[src/rtl/fifo_uart_tx.sv]
// fifo_uart_tx: pops bytes from a synchronous FIFO and sends each one as a UART 8N1 frame (1 or 2 stop bits), LSB first.
module fifo_uart_tx #(
  parameter int CLKS_PER_BIT = 16,
  parameter int STOP_BITS    = 1
) (
  input  logic       clk,
  input  logic       rst,
  input  logic       tx_en,
  input  logic       fifo_empty,
  input  logic [7:0] fifo_dout,
  output logic       fifo_rd_en,
  output logic       tx,
  output logic       busy,
  output logic       frame_done
);
  localparam int CW = CLKS_PER_BIT > 2 ? $clog2(CLKS_PER_BIT) : 1;
  typedef enum logic [2:0] {IDLE, REQ, LOAD, START, DATA, STOP} state_t;
  state_t state, state_n;
  logic [CW-1:0] cnt;
  logic [2:0] idx;
  logic [7:0] shreg;
  logic bit_end;
  assign bit_end = cnt == CW'(CLKS_PER_BIT - 1);
  assign fifo_rd_en = state == REQ;
  assign busy = state != IDLE;
  always_ff @(posedge clk or posedge rst)
    if (rst) state <= IDLE;
    else state <= state_n;
  always_comb begin
    state_n = state;
    case (state)
      IDLE:    state_n = tx_en && !fifo_empty ? REQ : IDLE;
      REQ:     state_n = LOAD;
      LOAD:    state_n = START;
      START:   state_n = bit_end ? DATA : START;
      DATA:    state_n = bit_end && idx == 3'd7 ? STOP : DATA;
      STOP:    state_n = bit_end && idx == 3'(STOP_BITS - 1) ? IDLE : STOP;
      default: state_n = IDLE;
    endcase
  end
  // idx counts data bits in DATA and stop bits in STOP
  always_ff @(posedge clk or posedge rst)
    if (rst) begin
      cnt <= '0;
      idx <= '0;
      shreg <= '0;
      tx <= 1'b1;
      frame_done <= 1'b0;
    end else begin
      frame_done <= state == STOP && state_n == IDLE;
      cnt <= state inside {START, DATA, STOP} && !bit_end ? cnt + CW'(1) : '0;
      case (state)
        LOAD: begin
          shreg <= fifo_dout;
          tx <= 1'b0;
        end
        START: if (bit_end) begin
          tx <= shreg[0];
          idx <= '0;
        end
        DATA: if (bit_end) begin
          shreg <= shreg >> 1;
          tx <= idx == 3'd7 ? 1'b1 : shreg[1];
          idx <= idx + 3'd1;
        end
        STOP: if (bit_end) idx <= idx == 3'(STOP_BITS - 1) ? 3'd0 : idx + 3'd1;
        default: ;
      endcase
    end
endmodule

[config.mk]
export PLATFORM = sky130hd
export DESIGN_NAME = fifo_uart_tx
export DESIGN_NICKNAME = d
export VERILOG_FILES = /design/src/rtl/fifo_uart_tx.sv
export SDC_FILE = /design/constraint.sdc
export NUM_CORES = 1
export LEC_CHECK = 0
export CAP_MARGIN = 20
export CORE_ASPECT_RATIO = 1.1
export CORE_MARGIN = 3
export CORE_UTILIZATION = 30
export DETAILED_ROUTE_END_ITERATION = 8
export GPL_TIMING_DRIVEN = 0
export HOLD_SLACK_MARGIN = 0.02
export PLACE_DENSITY = 0.57
export SYNTH_ARGS = -nofsm -noshare
export SYNTH_HDL_FRONTEND = slang
export SYNTH_SLANG_ARGS = --single-unit
[constraint.sdc]
create_clock -name clk -period 4.7 [get_ports clk]
set_input_delay 0.705 -clock clk [delete_from_list [all_inputs] [get_ports clk]]
set_output_delay 0.705 -clock clk [all_outputs]
set_load 0.02 [all_outputs]
# Word-level counts from Yosys, hierarchy flattened
# Cells that the tools add are included.
dict set report totals {
  rom_bits 0
  mem_count 0
  latch_bits 0
  mem_bits_rw 0
  wordCells 52
  regBits 20
}
dict set report classes {
  n_eq_ne 10
  reduce_logical 17
  mul 0
  n_mux 17
  n_addsub 2
  bitwise_logic 0
  order_cmp 0
  n_div 0
  shift 0
}
# op count
set op_table {}
lappend op_table {{2-to-1 mux 3 bit} 6}
lappend op_table {{one-hot mux 3 bit (6 select lines)} 1}
lappend op_table {{one-hot mux 8 bit (2 select lines)} 1}
lappend op_table {{== test 3 bit (second input constant)} 3}
lappend op_table {{zero test 3 bit} 3}
lappend op_table {{one-hot mux 3 bit (3 select lines)} 1}
lappend op_table {{nonzero test 3 bit} 3}
lappend op_table {{2-to-1 mux 8 bit} 1}
lappend op_table {{== test 3 x 2 -> 1 bit (second input constant)} 2}
lappend op_table {{inequality test 2 bit (second input constant)} 3}
lappend op_table {{logical AND 1 bit} 5}
lappend op_table {{2-to-1 mux 1 bit} 5}
lappend op_table {{adder 4 x 1 -> 4 bit (second input constant)} 1}
lappend op_table {{== test 4 bit (second input constant)} 1}
lappend op_table {{2-to-1 mux 4 bit} 1}
lappend op_table {{AND reduction 4 bit} 1}
lappend op_table {{adder 3 x 1 -> 3 bit (second input constant)} 1}
lappend op_table {{== test 3 x 1 -> 1 bit (second input constant)} 1}
lappend op_table {{one-hot mux 1 bit (3 select lines)} 1}
lappend op_table {{AND reduction 3 bit} 1}
lappend op_table {{zero test 1 bit} 2}
lappend op_table {{AND reduction 2 bit} 1}
lappend op_table {{nonzero test 2 bit} 1}

# Depth between registers and ports, before layout
# Gate-level depths: netlist of the first run.
dict set report logic_depth {
  word_depth 6
  depth_mapped 6
}

# Worst setup path before layout of the first run
# Ideal clock, no wire load.
dict set report synth_path {
  path_type {register to output}
  startpoint {reg state[0]}
  endpoint {out fifo_rd_en}
  path_slack_ps 2828
  path_buffers 1
  stages_incl_launch_ff 3
  arrival_time_ps 1167
  path_cell_list {dfrtp_1 buf_2 nor3b_1}
}
dict set report synth_between {
  elab_chain_cells 1
}
# element line_no
set synth_lines {}
lappend synth_lines {{start, declared} 18} ;# state_t state, state_n;
lappend synth_lines {{start signal, assigned} 28} ;# else state <= state_n;
lappend synth_lines {{== test 3 x 1 -> 1 bit} 24} ;# assign fifo_rd_en = state == REQ;
lappend synth_lines {{end, declared} 11} ;# output logic fifo_rd_en,
# Every way passes these cells.

# Worst setup path in the final report of the first run
# Ends and elaborated chain as after synthesis.

==> results of run 1 <==
-- worst max-delay path, stage by stage (launching register included) --
cell and delay [ns]:
dfrtp_1 0.43, buf_2 0.26, nor3b_1 0.26, clkdlybuf4s50_1 0.65
-- how the worst max path moves through the flow --
stage / cells past startpoint / end / slack (ns)
2_1_floorplan: 2 / fifo_rd_en / 2.83
3_3_place_gp: 3 / fifo_rd_en / 2.46
3_5_place_dp: 3 / fifo_rd_en / 2.43
4_1_cts: 3 / fifo_rd_en / 2.05
5_1_grt: 3 / fifo_rd_en / 1.91
6_report: 3 / fifo_rd_en / 2.10
-- state kept, by name (all words and copies together) (netlist names) --
name	flops
cnt	4
frame_done	1
idx	3
shreg	8
state	3
tx	1
-- metrics by stage --
step	cell area, µm²	instances
after global placement	1242	157
after floorplan	1035	96
after global routing	1279	161
final	1279	161
after detailed placement	1242	157
after CTS	1279	161
-- layout by cell type (no fill, tap or decap), types with 2 or more instances in the layout --
master / n
a21o_1: 2
a21oi_1: 3
clkbuf_4: 3
clkdlybuf4s50_1: 15
dfrtp_1: 19
ha_1: 4
inv_1: 4
mux2_2: 15
nand2_1: 10
nand2b_1: 3
nand3_1: 2
nor2_1: 7
nor3_1: 2
nor3b_1: 2
o21ai_0: 9
-- kinds of logic (layout without fill, tap and decap cells) --
logic type	after synthesis	in the layout
adder cells (fa/ha/maj)	4	4
AO/OA/AOI/OAI	17	17
AND/OR/NAND/NOR	33	33
buffers and inverters	5	24
flip-flops	20	20
XOR/XNOR	2	2
multiplexers	15	15
-- routing by layer --
layer	GRT usage [%]	vias up	share of wire, %
met1	13.77	335	47
met5	0	-	0
met3	2.294	2	3.9
met2	16.58	11	47
li1	-	372	-
met4	4.775	0	1.2
-- final cells by class --
type / instances / area [µm²]
well taps: 46 / 57.56
multi-input cells: 71 / 513.0
flip-flops and latches: 20 / 501.7
repair buffers: 15 / 150.1
inverters: 4 / 15.01
fillers: 317 / 1901
clock buffers: 4 / 36.28
plain buffers: 1 / 5.005
-- power breakdown --
group	total [mW]	switching [mW]	internal [mW]
sequential	0.177	0.00170	0.176
combinational	0.0197	0.00661	0.0130
clock	0.101	0.0540	0.0473
total	0.298	0.0624	0.236
==> reports/qor.csv, run 1 <==
stage,metric,value,unit
setup_path,critical path required time,3.99,ns
floorplanning,core area,0.003179,mm²
timing,worst hold margin,0.4661,ns
hold_path,HP Start,cnt[0],
yosys,simple-gate share of the synthesized area,16.32,%
timing,Slew HR,48.15,%
yosys,Synth area leaders,"dfrtp_1, mux2_2, ha_1",
setup_path,origin of the worst setup path,state[0],
final_layout,layout cells sized above 1,21.74,%
timing,max-slew violations,0,
timing,RSZ-0062 raised after global routing,no,
cts,Num CTS Buffers,3,
timing,setup TNS,0,ns
routing,1st-pass router iterations,4,
routing,Iteration-0 DRC Markers,16,
timing,fmax,384.5,MHz
yosys,library cells used by synthesis,27,
final_layout,Final nets,132,
cts,CTS H-tree depth,1,
yosys,"Seq/Total Area, Yosys",48.49,%
hold_path,Hold Crit Class,register to register,
yosys,main combinational cell family by area after synthesis,simple AND/OR/NAND/NOR gates,
floorplanning,num rows,21,
setup_path,worst r2r dst,shreg[2],
yosys,synth warn,0,
floorplanning,area of the die,0.004191,mm²
cts,Clock Path Buffers,2,
routing,post-DR vias/cell,4.472,
yosys,syn_nets,112,
yosys,syn avg cell area,10.78,µm²
routing,Detail Route Antenna Nets,0,
cts,Root Driver,clkbuf_4,
global_route,initial antenna violation count,0,
cts,post-CTS setup buffer count,0,
yosys,post-synthesis xor/xnor area fraction,1.693,%
hold_path,Hold Crit Depth,1,
floorplanning,Die X,62.00,µm
cts,CTS sink cnt,20,
setup_path,r2r setup slk,3.02,ns
setup_path,Setup CP Type,register to output pin,
pwr,total power draw,0.2984,mW
cts,Post-CTS Resized,0,
setup_path,Worst R2R Path Depth,4,
yosys,"Top FF cell, synth",dfrtp_1,
global_route,gr usage total,10.62,%
timing,Hold Fails Final Rpt,0,
global_route,first-pass GRT wire length,3.318,mm
pwr,VDD IR-drop max,0.1067,mV
setup_path,R2R Path Start,state[1],
setup_path,worst-path fanout max,10,
yosys,Adder-Cell Fraction of Synth Area,4.837,%
setup_path,Worst Setup Start Kind,register,
yosys,Post-synth EDFFs,0,
timing,setup ws final,2.099,ns
cts,clock-pin transition on the worst setup and hold timing paths,0.11,ns
setup_path,CP Capture Type,output pin,
yosys,Post-synth top cells,"dfrtp_1, mux2_2, nand2_1",
timing,Final setup viols,0,
yosys,count of state elements after synthesis,20,
final_layout,Area Growth Syn to Fin,23.58,%
timing,clock skew,0.001508,ns
yosys,leading area contributor after synthesis,dfrtp_1,
place,Placer Congestion,0.8328,
timing,Worst Max-Slew Pin Slew,0.7769,ns
yosys,Synth Area in Compound Gates,10.40,%
timing,Final period util,55.34,%
place,IO Port Bufs,15,
floorplanning,Top-Level Pins,16,
global_route,vias in the first global route,764,
yosys,Mapped Area,0.001035,mm²
global_route,largest net degree at the start of global routing,21,
status,status,"complete, no violations",
yosys,most common cell in the synthesized netlist,dfrtp_1,
routing,wire per inst,11.83,µm
final_layout,final core occ,40.22,%
cts,Clock Latency Late Sink,0.30,ns
floorplanning,Die Ht,67.60,µm
routing,Vias,720,
yosys,Synth Instances,96,
floorplanning,Starting Density,32.55,%
pwr,Power Density,233.4,mW/mm²
yosys,multiplexer share of the synthesized area,16.32,%
routing,# DRC,0,
pwr,leakage power,0.5578,nW
flow_run,maxcap violations,0,
setup_path,CP arrival,1.90,ns
hold_path,Worst Hold Path EP,cnt[0],
global_route,grt ovf,0,
place,DP Worst Slack,2.434,ns
timing,Tmin final,2.601,ns
yosys,"FFs w/ async S/R, synth",100.0,%
yosys,share of the synthesized area in the top cell type,45.95,%
final_layout,Diodes inserted,0,
routing,Total Wirelength,1.905,mm
place,DP HPWL,1.430,mm
cts,Post-CTS Hold Buffers,0,
cts,CTS tree,yes,
(Power assumes the default switching activity.)
==> run 2, diff against run 1 <==
PLACE_DENSITY = 0.58   (was 0.57)
clock period = 2.1 ns   (was 4.7 ns; I/O delays follow)
==> run 2 against run 1 <==
  * Clock-buffer cell count stayed put
  * Hold slack worse by 0.027 ns
  * Combinational power up 120%
  * Critical path type unchanged
==> reports/qor.csv, run 2 (same netlist as run 1, synthesis figures left out) <==
stage,metric,value,unit,change
status,status,"complete, no violations",,unchanged
pwr,Power Density,518.6,mW/mm²,was 233.4 mW/mm²
routing,# DRC,0,,unchanged
final_layout,"commonest non-fill, non-tap cell in the layout",dfrtp_1,,unchanged
place,Placer Congestion,0.8018,,was 0.8328
cts,CTS sink cnt,20,,unchanged
cts,Post-CTS Hold Buffers,0,,unchanged
cts,CTS H-tree depth,1,,unchanged
setup_path,Worst Setup Start Kind,register,,unchanged
global_route,gr usage total,9.846,%,was 10.62%
cts,Clock Latency Late Sink,0.30,ns,about the same
final_layout,max reg flops,8,,unchanged
routing,Detail Route Antenna Nets,0,,unchanged
cts,Clock Path Buffers,2,,unchanged
final_layout,largest registers,"shreg (8), cnt (4)",,unchanged
place,dpl cell area,0.001242,mm²,unchanged
routing,1st-pass router iterations,4,,unchanged
hold_path,Hold Crit Class,input pin to asynchronous set/reset pin,,was register to register
global_route,grt ovf,0,,unchanged
pwr,VDD IR-drop max,0.1611,mV,was 0.1067 mV
timing,Slew HR,48.97,%,was 48.15%
setup_path,CP arrival,1.68,ns,was 1.90 ns
timing,Final setup viols,0,,unchanged
timing,Worst Max-Slew Pin Slew,0.7646,ns,was 0.7769 ns
timing,Tmin final,1.993,ns,
flow_run,maxcap violations,0,,unchanged
timing,max-slew violations,0,,unchanged
global_route,first-pass GRT wire length,3.111,mm,was 3.318 mm
place,DP HPWL,1.409,mm,was 1.430 mm
final_layout,Top reg by flops,shreg,,unchanged
routing,Vias,733,,was 720
floorplanning,Starting Density,32.55,%,unchanged
floorplanning,Top-Level Pins,16,,unchanged
global_route,initial antenna violation count,0,,unchanged
timing,Final period util,94.90,%,
cts,CTS tree,yes,,unchanged
cts,clock-pin transition on the worst setup and hold timing paths,0.12,ns,was 0.11 ns
cts,Root Driver,clkbuf_4,,unchanged
final_layout,fin area,0.001277,mm²,was 0.001279 mm²
floorplanning,core area,0.003179,mm²,unchanged
setup_path,Worst R2R Path Depth,4,,unchanged
floorplanning,Die X,62.00,µm,unchanged
routing,Total Wirelength,1.830,mm,was 1.905 mm
final_layout,Diodes inserted,0,,unchanged
setup_path,r2r setup slk,0.38,ns,was 3.02 ns
cts,Num CTS Buffers,3,,unchanged
floorplanning,Die Ht,67.60,µm,unchanged
timing,fmax,501.8,MHz,
setup_path,R2R Path Start,state[1],,unchanged
setup_path,CP Capture Type,output pin,,unchanged
setup_path,worst r2r dst,shreg[5],,was shreg[2]
routing,post-DR vias/cell,4.553,,was 4.472
final_layout,Final nets,132,,unchanged
routing,wire per inst,11.37,µm,was 11.83 µm
floorplanning,area of the die,0.004191,mm²,unchanged
global_route,vias in the first global route,740,,was 764
setup_path,worst-path fanout max,6,,was 10
place,IO Port Bufs,15,,unchanged
timing,RSZ-0062 raised after global routing,no,,unchanged
timing,Hold Fails Final Rpt,0,,unchanged
setup_path,critical path required time,1.78,ns,was 3.99 ns
pwr,leakage power,0.5627,nW,was 0.5578 nW
final_layout,most frequent cells in the layout,"dfrtp_1, mux2_2, clkdlybuf4s50_1",,unchanged
timing,setup TNS,0,ns,unchanged
global_route,largest net degree at the start of global routing,21,,unchanged
final_layout,Area Growth Syn to Fin,23.46,%,was 23.58%
timing,clock skew,0.009836,ns,was 0.001508 ns
floorplanning,num rows,21,,unchanged
routing,Iteration-0 DRC Markers,29,,was 16
setup_path,Setup CP Type,register to output pin,,unchanged
final_layout,layout cells sized above 1,21.74,%,unchanged
==> run 2: cell types whose count changed in the layout (fill, tap and decap cells not counted), sizes merged <==
cell / change
clkdlybuf4s50: -1
dlygate4sd2: +1
==> run 2: critical path, cell delays in order, from the launching register on <==
cell             delay (ns)
dfrtp_1                0.44
or3_1                  0.40
clkdlybuf4s50_1        0.55
==> run 2: layout make-up <==
class	instances	area, µm²
flip-flops and latches	20	501.7
inverters	4	15.01
clock buffers	4	36.28
plain buffers	1	5.005
well taps	46	57.56
repair buffers	15	148.9
multi-input cells	71	513.0
fillers	321	1902
==> run 2: metal layers <==
layer  vias to the layer above  wire length, µm  global-route usage (%)
li1                        369                -                       -
met1                       351              822                   12.47
met2                        13              966                   16.58
met3                         0               41                  0.5736
met4                         0                0                   4.775
met5                         -                0                       0
==> run 2: worst max-delay path by stage <==
stage | depth (start not counted) | from | slack [ns] | to
5_1_grt | 2 | state[1] | 0.03 | busy
3_5_place_dp | 3 | state[0] | 0.27 | fifo_rd_en
6_report | 2 | state[1] | 0.11 | busy
4_1_cts | 2 | state[1] | 0.09 | busy
3_3_place_gp | 3 | state[0] | 0.26 | fifo_rd_en
2_1_floorplan | 4 | state[1] | 0.57 | shreg[0]
==> run 2: timing repair <==
item                       in CTS  in global routing
setup endpoints to repair       1                  0
buffers inserted                0                  0
hold endpoints to repair        0                  0
gates resized for setup         1                  0
==> run 2: where the power goes <==
part           internal (mW)  leakage, nW  switching, mW
Combinational         0.0292        0.310         0.0146
Clock                  0.106       0.0210          0.115
Sequential             0.393        0.232        0.00414
==> run 2: per-stage QoR <==
stage	setup slack (ns)	total power [mW]	hold slack (ns)	instances	util, %
6_report	0.1071	0.6624	0.4393	161	40.18
5_1_grt	0.03400	0.6995	0.4971	161	40.18
4_1_cts	0.08841	0.6757	0.4682	161	40.18
3_5_place_dp	0.2724	0.4502	0.4536	157	39.08
3_3_place_gp	0.2642	0.4485	0.4479	157	39.08
2_1_floorplan	0.5660	0.4227	0.2781	96	-
